<file path="src/rtl/seq_divider.sv">
// Iterative unsigned restoring divider: Quotient = Dividend / Divisor and
// Remainder = Dividend mod Divisor. It produces one quotient bit per clock.
module seq_divider #(
  parameter int unsigned N = 16,
  parameter int unsigned M = 8
) (
  input  logic         Clock,
  input  logic         Resetn,
  input  logic         Start,
  input  logic [N-1:0] Dividend,
  input  logic [M-1:0] Divisor,
  output logic [N-1:0] Quotient,
  output logic [M-1:0] Remainder,
  output logic         Busy,
  output logic         Done,
  output logic         DivByZero
);

  localparam int unsigned CW = $clog2(N + 1);

  typedef enum logic [1:0] {
    S_IDLE,
    S_RUN,
    S_DONE
  } state_t;

  state_t        state_q;
  logic [N-1:0]  dq_q;
  logic [M:0]    p_q;
  logic [M-1:0]  dv_q;
  logic [CW-1:0] cnt_q;
  logic [N-1:0]  quot_q;
  logic [M-1:0]  rem_q;
  logic          busy_q;
  logic          done_q;
  logic          dbz_q;

  logic [M:0]    p_sh;
  logic [M:0]    p_d;
  logic [N-1:0]  dq_d;

  // One restoring step: shift the next dividend bit into P, then subtract if it fits.
  always_comb begin
    p_sh = {p_q[M-1:0], dq_q[N-1]};
    p_d  = p_sh;
    dq_d = {dq_q[N-2:0], 1'b0};
    if (p_sh >= {1'b0, dv_q}) begin
      p_d  = p_sh - {1'b0, dv_q};
      dq_d = {dq_q[N-2:0], 1'b1};
    end
  end

  always_ff @(posedge Clock) begin
    if (!Resetn) begin
      state_q <= S_IDLE;
      dq_q    <= '0;
      p_q     <= '0;
      dv_q    <= '0;
      cnt_q   <= '0;
      quot_q  <= '0;
      rem_q   <= '0;
      busy_q  <= 1'b0;
      done_q  <= 1'b0;
      dbz_q   <= 1'b0;
    end else begin
      case (state_q)
        S_IDLE, S_DONE: begin
          if (Start) begin
            if (Divisor == '0) begin
              // A zero divisor completes immediately with a saturated quotient.
              state_q <= S_DONE;
              quot_q  <= '1;
              rem_q   <= '0;
              busy_q  <= 1'b0;
              done_q  <= 1'b1;
              dbz_q   <= 1'b1;
            end else begin
              state_q <= S_RUN;
              dq_q    <= Dividend;
              dv_q    <= Divisor;
              p_q     <= '0;
              cnt_q   <= CW'(N);
              busy_q  <= 1'b1;
              done_q  <= 1'b0;
              dbz_q   <= 1'b0;
            end
          end
        end
        S_RUN: begin
          dq_q  <= dq_d;
          p_q   <= p_d;
          cnt_q <= cnt_q - CW'(1);
          // The step that empties the counter also publishes the result.
          if (cnt_q == CW'(1)) begin
            state_q <= S_DONE;
            quot_q  <= dq_d;
            rem_q   <= p_d[M-1:0];
            busy_q  <= 1'b0;
            done_q  <= 1'b1;
          end
        end
        default: state_q <= S_IDLE;
      endcase
    end
  end

  assign Quotient  = quot_q;
  assign Remainder = rem_q;
  assign Busy      = busy_q;
  assign Done      = done_q;
  assign DivByZero = dbz_q;

endmodule

</file>
<file path="config.mk">
export PLATFORM = sky130hd
export DESIGN_NAME = seq_divider
export DESIGN_NICKNAME = d
export VERILOG_FILES = /design/src/rtl/seq_divider.sv
export SDC_FILE = /design/constraint.sdc
export NUM_CORES = 1
export LEC_CHECK = 0
export ABC_AREA = 1
export ABC_CLOCK_PERIOD_IN_PS = 5300
export CORE_ASPECT_RATIO = 2
export CORE_MARGIN = 4
export CORE_UTILIZATION = 40
export DETAILED_ROUTE_END_ITERATION = 10
export GPL_ROUTABILITY_DRIVEN = 0
export PLACE_DENSITY = 0.59
export SYNTH_ARGS = -nofsm -noshare
export SYNTH_HDL_FRONTEND = slang
export SYNTH_SLANG_ARGS = --single-unit
</file>
<file path="constraint.sdc">
create_clock -name Clock -period 5.3 [get_ports Clock]
set_input_delay 0.53 -clock Clock [delete_from_list [all_inputs] [get_ports Clock]]
set_output_delay 0.53 -clock Clock [all_outputs]
set_load 0.05 [all_outputs]
</file>
== After elaboration in Yosys (flattened, before gate mapping) ==
Index checks and enable logic that the tools add are counted.

* Output and inout bits: 27
* Logic and storage cells: 62
* Input port bits: 27
* Register bits: 66

* Bitwise gates (word level): 1
* Reduce and logical (&&, ||, !) cells: 10
* Eq/ne operators: 7
* Add/subtract/negate cells: 2
* Muxes and demuxes: 31
* Order comparisons: 1

{| class="wikitable"
|+ Operator list
! cell !! number
|-
| $mux W16 || 5
|-
| $pmux W16 S2 || 2
|-
| $mux W8 || 6
|-
| $pmux W8 S2 || 2
|-
| $mux W5 || 2
|-
| $pmux W5 S2 || 1
|-
| $ge A9 B8 Y1 || 1
|-
| $reduce_and A3 Y1 || 3
|-
| $logic_not A8 Y1 || 1
|-
| $ne A2 B2 Y1 const B || 4
|-
| $sub A8 B8 Y8 || 1
|-
| $mux W1 || 7
|-
| $mux W2 || 3
|-
| $eq A5 B1 Y1 const B || 1
|-
| $sub A5 B1 Y5 const B || 1
|-
| $pmux W1 S2 || 2
|-
| $pmux W2 S2 || 1
|-
| $reduce_and A2 Y1 || 2
|-
| $reduce_and A4 Y1 || 1
|-
| $eq A2 B1 Y1 const B || 1
|-
| $eq A2 B2 Y1 const B || 1
|-
| $logic_not A2 Y1 || 1
|-
| $reduce_bool A2 Y1 || 1
|-
| $reduce_or A2 Y1 || 1
|-
| $not A1 Y1 || 1
|}

== Logic depth before layout (Yosys ltp) ==
Gate-level depths: netlist of run 1.

* Depth in word-level cells: 4
* Depth in mapped cells: 13

== Worst setup path after synthesis of run 1 ==
Ideal clock, no wire load.

* Path kind: register -> register
* Start: reg dq_q[15]
* End: reg p_q[4]
* Library setup time: 0.057 ns
* Path slack: 3.649 ns
* Buffers on the path: 0
* Period minus slack after synthesis: 1.651 ns
* Arrival: 1.594 ns
* Cell stages (with the launch flop): 12
* Required time: 5.243 ns
* Path through: dfxtp_1 -> inv_1 -> ha_1 -> fa_1 -> inv_1 -> nand3_1 -> nand3_1 -> xor2_1 -> nand3_1 -> nand3_1 -> nand2_1 -> inv_1

* Longest elaborated chain between the ends: 3

{| class="wikitable"
|+ Ends and longest elaborated chain
! what !! RTL line !! source
|-
| from (decl) || 28 || <nowiki>logic [N-1:0] dq_q;</nowiki>
|-
| from (signal assigned) || 79 || <nowiki>dq_q <= Dividend;</nowiki>
|-
| from (signal assigned) || 90 || <nowiki>dq_q <= dq_d;</nowiki>
|-
| $sub A8 B8 Y8 or $ge A9 B8 Y1 (tied branches) || 48, 47 ||
|-
| $mux W8 * || 47 || <nowiki>if (p_sh >= {1'b0, dv_q}) begin</nowiki>
|-
| $pmux W8 S2 * || 66 || <nowiki>case (state_q)</nowiki>
|-
| to (signal assigned) || 91 || <nowiki>p_q <= p_d;</nowiki>
|-
| to (decl) || 29 || <nowiki>logic [M:0] p_q;</nowiki>
|}

Mark *: on every way between the ends. The rest lies on a longest branch, timed or not.
A chain may end at the register's enable or synchronous reset.

== Worst setup path after layout of run 1 ==
* Start: in Divisor[5]
* End: reg dq_q[11]

* Longest elaborated chain between the ends: 3

{| class="wikitable"
|+ Ends and longest elaborated chain
! what !! RTL line !! source
|-
| from (decl) || 11 || <nowiki>input logic [M-1:0] Divisor,</nowiki>
|-
| $logic_not A8 Y1 || 69 || <nowiki>if (Divisor == '0) begin</nowiki>
|-
| $ne A2 B2 Y1 (no line) || - ||
|-
| $reduce_and A3 Y1 (no line) || - ||
|}

Every way passes these cells.

==> results of run 1 <==
==> path summary, 6_finish.rpt <==
kind	start	to	slack, ps	cells after the start
max	Divisor[5]	dq_q[11]	3040	9
min	dv_q[3]	dv_q[3]	460	2
max reg2reg	state_q[1]	Quotient[8]	3050	7
min reg2reg	dv_q[3]	dv_q[3]	460	2
==> layout make-up <==
class	count	area (um2)	area share, %
Sequential cell	66	1320	31.7
Clock buffer	10	239	5.73
Timing Repair Buffer	54	538	12.9
Clock inverter	6	136	3.27
Multi-Input combinational cell	320	1610	38.7
Tap cell	96	120	2.88
Inverter	54	203	4.86
==> state kept, by name, indices dropped and copies added, names as in the netlist <==
signal,count
state_q,2
Done,1
dv_q,8
Busy,1
dq_q,16
Remainder,8
Quotient,16
DivByZero,1
p_q,8
cnt_q,5
==> kinds of logic (layout without fill, tap and decap cells) <==
family                     count (synthesis)  in the layout  synth area share, %
and+or+nand+nor                          210            210                 29.1
AOI/OAI and AO/OA                         96             96                 15.3
buffers and inverters                     75            124                 9.60
DFF                                       66             66                 40.7
adders and majority gates                 11             11                 4.47
xor gates and xnor gates                   3              3                0.810
==> power groups by stage <==
stage          clock network (mW)  registers (mW)  logic, mW
3_3_place_gp                    0           0.577      0.418
3_5_place_dp                    0           0.577      0.422
5_1_grt                     0.774           0.572      0.475
4_1_cts                     0.750           0.567      0.423
2_1_floorplan                   0           0.611      0.270
6_report                    0.741           0.567      0.421
==> synthesized netlist by cell type (2+ instances only) <==
cell type and number:
a21oi_1 47, buf_2 9, buf_6 2, clkbuf_1 9
dfxtp_1 66, ha_1 10, inv_1 50, inv_2 4
nand2_1 101, nand2_2 2, nand3_1 36, nand3_2 2
nand4_1 12, nor2_1 44, nor2_2 3, nor2_4 2
o211ai_1 2, o21ai_0 21, o21ai_1 22, or2_2 4
xnor2_1 2
==> cell usage in the layout, fill, tap and decap left out, types with 9 or more instances in the layout <==
master	n
dfxtp_1	66
nand4_1	12
a21oi_1	47
nand3_1	36
o21ai_1	22
ha_1	10
clkbuf_16	9
nor2_1	44
o21ai_0	21
inv_1	50
clkdlybuf4s50_1	53
nand2_1	101
==> stage by stage <==
step / hold WS (ps) / total power [mW]
after floorplan: 433 / 0.881
final: 460 / 1.73
after CTS: 461 / 1.74
after global placement: 448 / 0.995
after detailed placement: 453 / 0.999
after global routing: 488 / 1.82
==> tightest hold or removal path: cells and delay by family, from the launching register on <==
family,cells,cell delay (ps)
AOI/OAI and AO/OA,1,60
DFF,1,290
buffers and inverters,1,60
==> layer usage <==
metal,up-vias,GRT usage [%],wire (um)
met5,-,0,0
met4,0,11.1,366
met3,24,2.90,199
met2,59,35.0,4820
met1,1431,20.0,3280
li1,1593,-,-
==> results.py, run 1 <==
metrics = {
    "outcome": {
        "status": "finished clean",
    },
    "final_layout": {
        "final_cells": 606,
        "area_growth_pct": 28.5,
        "n_antenna_cell": 0,
        "fin_nets": 543,
        "n_fill_cell": 806,
        "finalInstanceArea_um2": 4170,
        "final_util_pct": 52.5,
        "drive_above_1_share_pct": 7.25,
    },
    "hold_path": {
        "hold_path_class": "reg2reg",
    },
    "placed_design": {
        "port_buffers": 53,
        "dp_slack_ps": 2680,
        "placedCellCount": 590,
        "hpwlAfterDp_mm": 6.35,
        "place_area_um2": 3790,
    },
    "sta": {
        "tns_ps": 0,
        "hold_violations": 0,
        "worst_pin_slew_ps": 899,
        "setup_slack_ps": 3040,
        "layout_min_cycle_time_ps": 2260,
        "finalSetupViolCount": 0,
        "max_freq_mhz": 442,
        "slew_headroom_pct": 40.0,
        "fin_worst_skew_ps": 6.82,
        "rsz0062_at_grt": "no",
        "fin_crit_sh_pct": 42.7,
        "final_max_slew_viol_count": 0,
    },
    "critical_path": {
        "worstPathCellList": "clkdlybuf4s50_1, nor2_1, nand2_1, nor2_2, nor2_4, nor2_4, inv_2, o211ai_1, a21oi_1",
        "critical-path-max-stage-delay_ps": 690,
        "critical_path_buf_inv_count": 2,
        "crit_family": "simple AND/OR/NAND/NOR gates",
        "crit_slowest_cell": "nor2_4",
        "critPathMaxFanout": 40,
        "criticalPathCategory": "in2reg",
        "worstSetupStartpointType": "input port",
        "crit_arrival_ps": 2430,
        "crit_top_cell": "nor2_4",
        "cp.required_ps": 5470,
        "end_kind": "flip-flop",
    },
    "routing": {
        "wl_mm": 8.67,
        "drc": 0,
        "drt_iter0_markers": 134,
        "avgViaCountPerCell": 5.13,
        "dr.pass1.iters": 4,
        "wl_per_cell_um": 14.3,
        "vias": 3107,
        "ant_nets": 0,
    },
    "clock_network": {
        "cts_setup_buffers": 0,
        "clock_latency_ps": 330,
        "cts_max_level": 3,
        "cts_root_buf": "clkbuf_16",
        "numCtsBuffers": 9,
        "cts_resized": 0,
        "holdBufCountCts": 0,
        "cts_tree": "yes",
        "cts.sinks": 66,
        "cts_max_path_buffers": 2,
        "clk_pin_slew_ps": 50,
    },
    "logic_synthesis": {
        "syn_avg_cell_area_um2": 7.04,
        "ys_seq_area_share_pct": 40.7,
        "synth_edf_count": 0,
        "synth_top_flop_cell": "dfxtp_1",
        "async_flop_share_pct": 0,
        "synth_top_area_share_pct": 40.7,
        "syn_inst": 461,
        "syn_nets": 499,
        "synthTopCellsByArea": "dfxtp_1 (41%), nand2_1 (12%), a21oi_1 (7.2%), inv_1 (5.8%), nand3_1 (5.6%)",
        "ys_warn_count": 0,
        "yosys.area.top_type": "dfxtp_1",
        "netlist_area_um2": 3250,
        "ys_ff_latch": 66,
        "synth.distinct_cells": 32,
    },
    "flow_run": {
        "cap_violations": 0,
    },
    "global_route": {
        "grt_usage_pct": 19.1,
        "grt_pass1_wl_mm": 14.4,
        "grt_pass1_vias": 3127,
        "grt_max_degree": 45,
        "antenna_found_initial": 0,
        "grt-ovfl-total": 0,
    },
    "power_and_ir_drop": {
        "intPower_mw": 1.20,
        "p_seq_share_pct": 32.8,
        "p_sw_mw": 0.526,
        "clkPwrFrac_pct": 42.9,
        "total_leakage_power_nw": 1.92,
        "combPwrFrac_pct": 24.4,
        "p_per_area_nw_per_um2": 415,
        "p_sw_share_pct": 30.4,
        "vdd_drop_max_uv": 239,
    },
    "floorplan": {
        "die_h_um": 135,
        "fp.coreArea_um2": 7940,
        "die_w_um": 71.7,
        "row_count": 46,
        "pin_count": 54,
        "die_area_um2": 9710,
        "start_util_pct": 40.9,
    },
}
No activity file was read; power rests on OpenSTA's default activity.
==> run 2, diff against run 1 <==
- ABC_CLOCK_PERIOD_IN_PS: 5300 -> 2050
- PLACE_DENSITY: 0.59 -> 0.61
- clock period: 5.3 -> 2.05 ns (I/O delays scaled with it)
==> run 2 against run 1 <==
Against the previous run: worst hold slack hardly changed; first-iteration DRC count is the same; cell count increased by 0.83%; sequential cell count unchanged; die area did not move; clock-buffer cell count is 1 lower; highest routed layer unchanged.
==> results.py, run 2 (synthesis gave the netlist of run 1 again) <==
metrics = {
    "outcome": {
        "status": "finished clean",
    },
    "critical_path": {
        "r2r_cells": 12,
        "worstSetupStartpointType": "flip-flop",
        "r2r-start": "dq_q[15]",
        "crit_family": "adder cells",
        "crit_arrival_ps": 2110,
        "critPathMaxFanout": 3,
        "crit_slowest_cell": "fa_1",
        "critical_path_buf_inv_count": 3,
        "crit_top_cell": "nand2_1",
        "cp.required_ps": 2330,
        "worstPathCellList": "inv_1, ha_1, fa_1, inv_1, nand2_1, nand3_1, nand2_1, nand2_1, nand3_1, nand3_1, nand2_1, inv_1",
        "critPathLaunch": "dq_q[15]",
        "ff2ff_setup_slack_ps": 220,
        "criticalPathCategory": "reg2reg",
        "end_kind": "flip-flop",
        "r2r_end": "p_q[6]",
        "critical-path-max-stage-delay_ps": 410,
    },
    "global_route": {
        "antenna_found_initial": 0,
        "grt_usage_pct": 19.0,
        "grt-ovfl-total": 0,
        "grt_pass1_wl_mm": 14.3,
        "grt_pass1_vias": 3102,
        "grt_max_degree": 41,
    },
    "placed_design": {
        "port_buffers": 53,
        "dp_slack_ps": 144,
        "hpwlAfterDp_mm": 6.48,
    },
    "sta": {
        "layout_min_cycle_time_ps": 1830,
        "tns_ps": 0,
        "setup_slack_ps": 220,
        "slew_headroom_pct": 65.0,
        "hold_violations": 0,
        "rsz0062_at_grt": "no",
        "worst_pin_slew_ps": 523,
        "final_max_slew_viol_count": 0,
        "max_freq_mhz": 546,
        "fin_crit_sh_pct": 89.3,
        "fin_worst_skew_ps": 5.67,
        "finalSetupViolCount": 0,
    },
    "final_layout": {
        "drive_above_1_share_pct": 8.54,
        "mostFrequentLayoutCell": "nand2_1",
        "area_growth_pct": 28.7,
        "fin_nets": 548,
        "n_antenna_cell": 0,
        "final_cell_mix": "nand2_1 (101), dfxtp_1 (66), clkdlybuf4s50_1 (53), inv_1 (50), a21oi_1 (47)",
    },
    "routing": {
        "ant_nets": 0,
        "vias": 3138,
        "drc": 0,
        "drt_iter0_markers": 134,
        "wl_per_cell_um": 14.4,
        "wl_mm": 8.80,
        "dr.pass1.iters": 5,
        "avgViaCountPerCell": 5.14,
    },
    "clock_network": {
        "cts_setup_buffers": 0,
        "cts_tree": "yes",
        "cts_max_level": 3,
        "cts_max_path_buffers": 2,
        "cts.sinks": 66,
        "holdBufCountCts": 0,
        "clock_latency_ps": 330,
        "clk_pin_slew_ps": 60,
        "numCtsBuffers": 9,
        "cts_root_buf": "clkbuf_16",
    },
    "floorplan": {
        "start_util_pct": 40.9,
        "die_w_um": 71.7,
        "row_count": 46,
        "die_h_um": 135,
        "pin_count": 54,
        "die_area_um2": 9710,
        "fp.coreArea_um2": 7940,
    },
    "hold_path": {
        "worstHoldStart": "dq_q[10]",
        "min_path_cells": 2,
        "holdPathEnd": "dq_q[10]",
        "hold_path_class": "reg2reg",
    },
    "flow_run": {
        "cap_violations": 0,
    },
    "power_and_ir_drop": {
        "vdd_drop_max_uv": 595,
        "p_per_area_nw_per_um2": 991,
        "total_leakage_power_nw": 1.92,
    },
}
==> run 2: changes by cell type in the layout (fill, tap and decap cells not counted), moves of 2 or more <==
cell | previous run | this run
clkinv_2 | 0 | 3
buf_4 | 1 | 4
bufinv_16 | 4 | 1
buf_12 | 0 | 2
==> run 2: through the flow <==
step / area [um2] / util [%] / power (mW) / cells / hold slack, ps
3_3_place_gp: 3860 / 48.6 / 2.61 / 595 / 452
3_5_place_dp: 3860 / 48.6 / 2.62 / 595 / 451
6_report: 4180 / 52.6 / 4.14 / 611 / 460
4_1_cts: 4150 / 52.3 / 4.14 / 611 / 460
5_1_grt: 4180 / 52.6 / 4.37 / 611 / 485
2_1_floorplan: 3250 / - / 2.28 / 461 / 352
==> run 2: worst min-delay path, delay by kind of cell (launching register included) <==
family           cells  cell delay [ps]
AO/OA/AOI/OAI        1               50
flip-flops           1              300
AND/OR/NAND/NOR      1               60
==> run 2: final cells by class <==
type,count,area (um2)
Inverter,54,203
Multi-Input combinational cell,320,1640
Clock buffer,9,225
Fill cell,778,3760
Timing Repair Buffer,59,601
Tap cell,96,120
Sequential cell,66,1320
Clock inverter,7,68.8
==> run 2: routing by layer <==
metal | vias up | GRT usage, % | routed length, um
met2 | 86 | 36.0 | 4980
li1 | 1603 | - | -
met4 | 0 | 10.8 | 346
met3 | 23 | 3.57 | 318
met5 | - | 0 | 0
met1 | 1426 | 18.5 | 3150
==> run 2: worst max path at each step <==
stage	end	slack (ps)	cells past startpoint
final	p_q[6]	220	12
after global routing	p_q[2]	20	10
after CTS	Remainder[7]	140	11
after detailed placement	Remainder[7]	140	11
after global placement	dq_q[11]	170	10
after floorplan	p_q[4]	400	11
==> run 2: report_power, final <==
| part | leakage, nW | switching [mW] | internal (mW) | total, mW |
|---|---|---|---|---|
| clock network | 0.142 | 0.571 | 0.937 | 1.51 |
| logic | 1.24 | 0.756 | 0.410 | 1.17 |
| registers | 0.540 | 0.0711 | 1.39 | 1.47 |
| total | 1.92 | 1.40 | 2.74 | 4.14 |
==> run 2: timing repair <==
action	4_1_cts	5_1_grt
setup endpoints to repair	0	14
endpoints found under the hold margin	0	0
gates resized for setup	0	5
==> run 3, diff against run 2 <==
- ABC_AREA: 1 -> 0
- GPL_TIMING_DRIVEN: unset -> 0
- PLACE_DENSITY: 0.61 -> 0.62
==> run 3 against run 2 <==
Against the previous run: clock power about the same; the run now ends with setup timing left; die area down 8.2%; synthesized cell count down 30%; design area down 0.60%.
==> results.py, run 3 <==
metrics = {
    "sta": {
        "fin_crit_sh_pct": 108,
        "slew_headroom_pct": 49.6,
        "setup_slack_ps": -158,
        "layout_min_cycle_time_ps": 2210,
        "final_max_slew_viol_count": 0,
        "rsz0062_at_grt": "yes",
        "worst_pin_slew_ps": 753,
        "max_freq_mhz": 453,
        "hold_violations": 0,
        "finalSetupViolCount": 18,
        "fin_worst_skew_ps": 4.64,
    },
    "clock_network": {
        "cts_tree": "yes",
        "cts_max_level": 3,
        "cts_max_path_buffers": 2,
        "clock_latency_ps": 330,
        "numCtsBuffers": 9,
        "cts.sinks": 66,
        "clk_pin_slew_ps": 50,
        "cts_root_buf": "clkbuf_16",
        "holdBufCountCts": 0,
    },
    "floorplan": {
        "die_h_um": 130,
        "row_count": 44,
        "die_area_um2": 8910,
        "pin_count": 54,
        "fp.coreArea_um2": 7210,
        "die_w_um": 68.8,
        "start_util_pct": 41.0,
    },
    "routing": {
        "ant_nets": 0,
        "dr.pass1.iters": 4,
        "wl_mm": 8.17,
        "vias": 2636,
        "drt_iter0_markers": 154,
        "wl_per_cell_um": 16.6,
        "drc": 0,
        "avgViaCountPerCell": 5.35,
    },
    "global_route": {
        "grt_max_degree": 11,
        "grt_usage_pct": 20.2,
        "grt-ovfl-total": 0,
        "antenna_found_initial": 0,
        "grt_pass1_vias": 2691,
        "grt_pass1_wl_mm": 13.1,
    },
    "logic_synthesis": {
        "synthSimpleGateAreaFrac_pct": 18.7,
        "synth_compound_area_share_pct": 22.8,
        "syn_nets": 363,
        "synthXorXnorAreaFrac_pct": 1.48,
        "synth_top_area_share_pct": 44.7,
        "synth_top_family_by_area": "compound AO/OA/AOI/OAI gates",
        "synth_common_cells": "dfxtp_1 (66), nand2_1 (63), nand3_1 (16), o221a_2 (16), o211a_1 (15)",
        "synth_top_flop_cell": "dfxtp_1",
        "ys_warn_count": 0,
        "synth_edf_count": 0,
        "synthTopCellsByArea": "dfxtp_1 (45%), nand2_1 (8.0%), o221a_2 (6.1%), o211a_1 (5.1%), ha_1 (4.2%)",
        "synth_fa_ha_area_share_pct": 4.91,
        "synthMuxAreaShare_pct": 2.80,
        "synth_most_common_cell": "dfxtp_1",
        "async_flop_share_pct": 0,
        "ys_seq_area_share_pct": 44.7,
        "ys_ff_latch": 66,
        "syn_inst": 325,
        "syn_avg_cell_area_um2": 9.09,
        "netlist_area_um2": 2950,
        "synth.distinct_cells": 43,
        "yosys.area.top_type": "dfxtp_1",
    },
    "power_and_ir_drop": {
        "vdd_drop_max_uv": 537,
        "total_leakage_power_nw": 1.69,
        "p_per_area_nw_per_um2": 1020,
        "p_sw_share_pct": 29.3,
        "intPower_mw": 3.00,
        "p_sw_mw": 1.24,
        "clkPwrFrac_pct": 35.7,
        "combPwrFrac_pct": 29.6,
        "p_seq_share_pct": 34.7,
        "finalPower_mw": 4.25,
    },
    "final_layout": {
        "mostFrequentLayoutCell": "nand2_1",
        "final_cell_mix": "nand2_1 (62), dfxtp_1 (55), clkdlybuf4s50_1 (52), nand3_1 (16), o221a_2 (16)",
        "drive_above_1_share_pct": 20.7,
        "final_util_pct": 57.6,
        "final_cells": 493,
        "fin_nets": 434,
        "n_antenna_cell": 0,
        "area_growth_pct": 40.6,
    },
    "critical_path": {
        "critPathMaxFanout": 5,
        "ff2ff_setup_slack_ps": -160,
        "cp.required_ps": 2260,
        "end_kind": "flip-flop",
        "crit_arrival_ps": 2420,
        "worstSetupStartpointType": "flip-flop",
        "criticalPathCategory": "reg2reg",
    },
    "flow_run": {
        "cap_violations": 0,
    },
    "outcome": {
        "status": "complete, but fails checks",
        "violations": "setup timing",
    },
    "hold_path": {
        "hold_path_class": "in2reg",
    },
    "placed_design": {
        "placedCellCount": 469,
        "hpwlAfterDp_mm": 5.94,
        "port_buffers": 52,
    },
}
run 3: critical path, cell delays in order (launching register included):
cell      delay [ps]
dfxtp_2          330
inv_2             40
ha_4             230
and3_4           180
a221o_1          390
a221oi_4         370
buf_6            210
mux2i_4          240
o21ai_1           90
run 3: kinds of logic (layout without fill, tap and decap cells):
family | count (synthesis) | in the layout
xor gates and xnor gates | 5 | 5
DFF | 66 | 66
adders and majority gates | 11 | 11
buffers and inverters | 32 | 108
and+or+nand+nor | 119 | 119
AOI/OAI and AO/OA | 84 | 84
muxes | 8 | 8
run 3: metal layers:
layer	wire length, um	part of all wire (%)	vias to the layer above	track usage, %
li1	-	-	1308	-
met1	3050	37	1259	20.9
met2	4620	57	54	37.0
met3	268	3.3	15	3.56
met4	233	2.9	0	10.6
met5	0	0	-	0
run 3: power groups by stage:
stage / sequential, mW / combinational, mW / clock (mW)
3_5_place_dp: 1.48 / 0.951 / 0
4_1_cts: 1.47 / 1.23 / 1.55
6_report: 1.47 / 1.26 / 1.52
5_1_grt: 1.48 / 1.36 / 1.60
2_1_floorplan: 1.52 / 0.637 / 0
3_3_place_gp: 1.48 / 0.932 / 0
run 3: area by class of cell:
cell class | instances | area, um2
clock buffer | 15 | 298
tap | 92 | 115
multi-input combinational | 227 | 1660
clock inverter | 1 | 5.00
timing repair buffer | 60 | 597
buffer | 20 | 96.3
fill | 648 | 3060
sequential | 66 | 1340
inverter | 12 | 45.0
run 3: final timing paths:
check,from,end,depth (start not counted)
max,dv_q[4],Remainder[5],8
min reg2reg,Remainder[4],Remainder[4],2
min,Resetn,cnt_q[2],3
max reg2reg,dv_q[4],Remainder[5],8
run 3: repair_timing:
item	CTS	global route
endpoints found under the setup margin	29	32
endpoints found under the hold margin	0	0
pin swaps	10	9
buffers inserted	7	1
gates resized for setup	25	11
gates cloned	0	0
run 3: stage by stage:
| stage | hold slack [ps] | TNS, ps | setup slack [ps] | instance area [um2] |
|---|---|---|---|---|
| 4_1_cts | 307 | -1740 | -145 | 4120 |
| 2_1_floorplan | 350 | -416 | -40.7 | 2990 |
| 3_3_place_gp | 434 | -12480 | -388 | 3630 |
| 5_1_grt | 354 | -3620 | -242 | 4150 |
| 6_report | 307 | -2150 | -158 | 4150 |
| 3_5_place_dp | 443 | -13370 | -416 | 3630 |
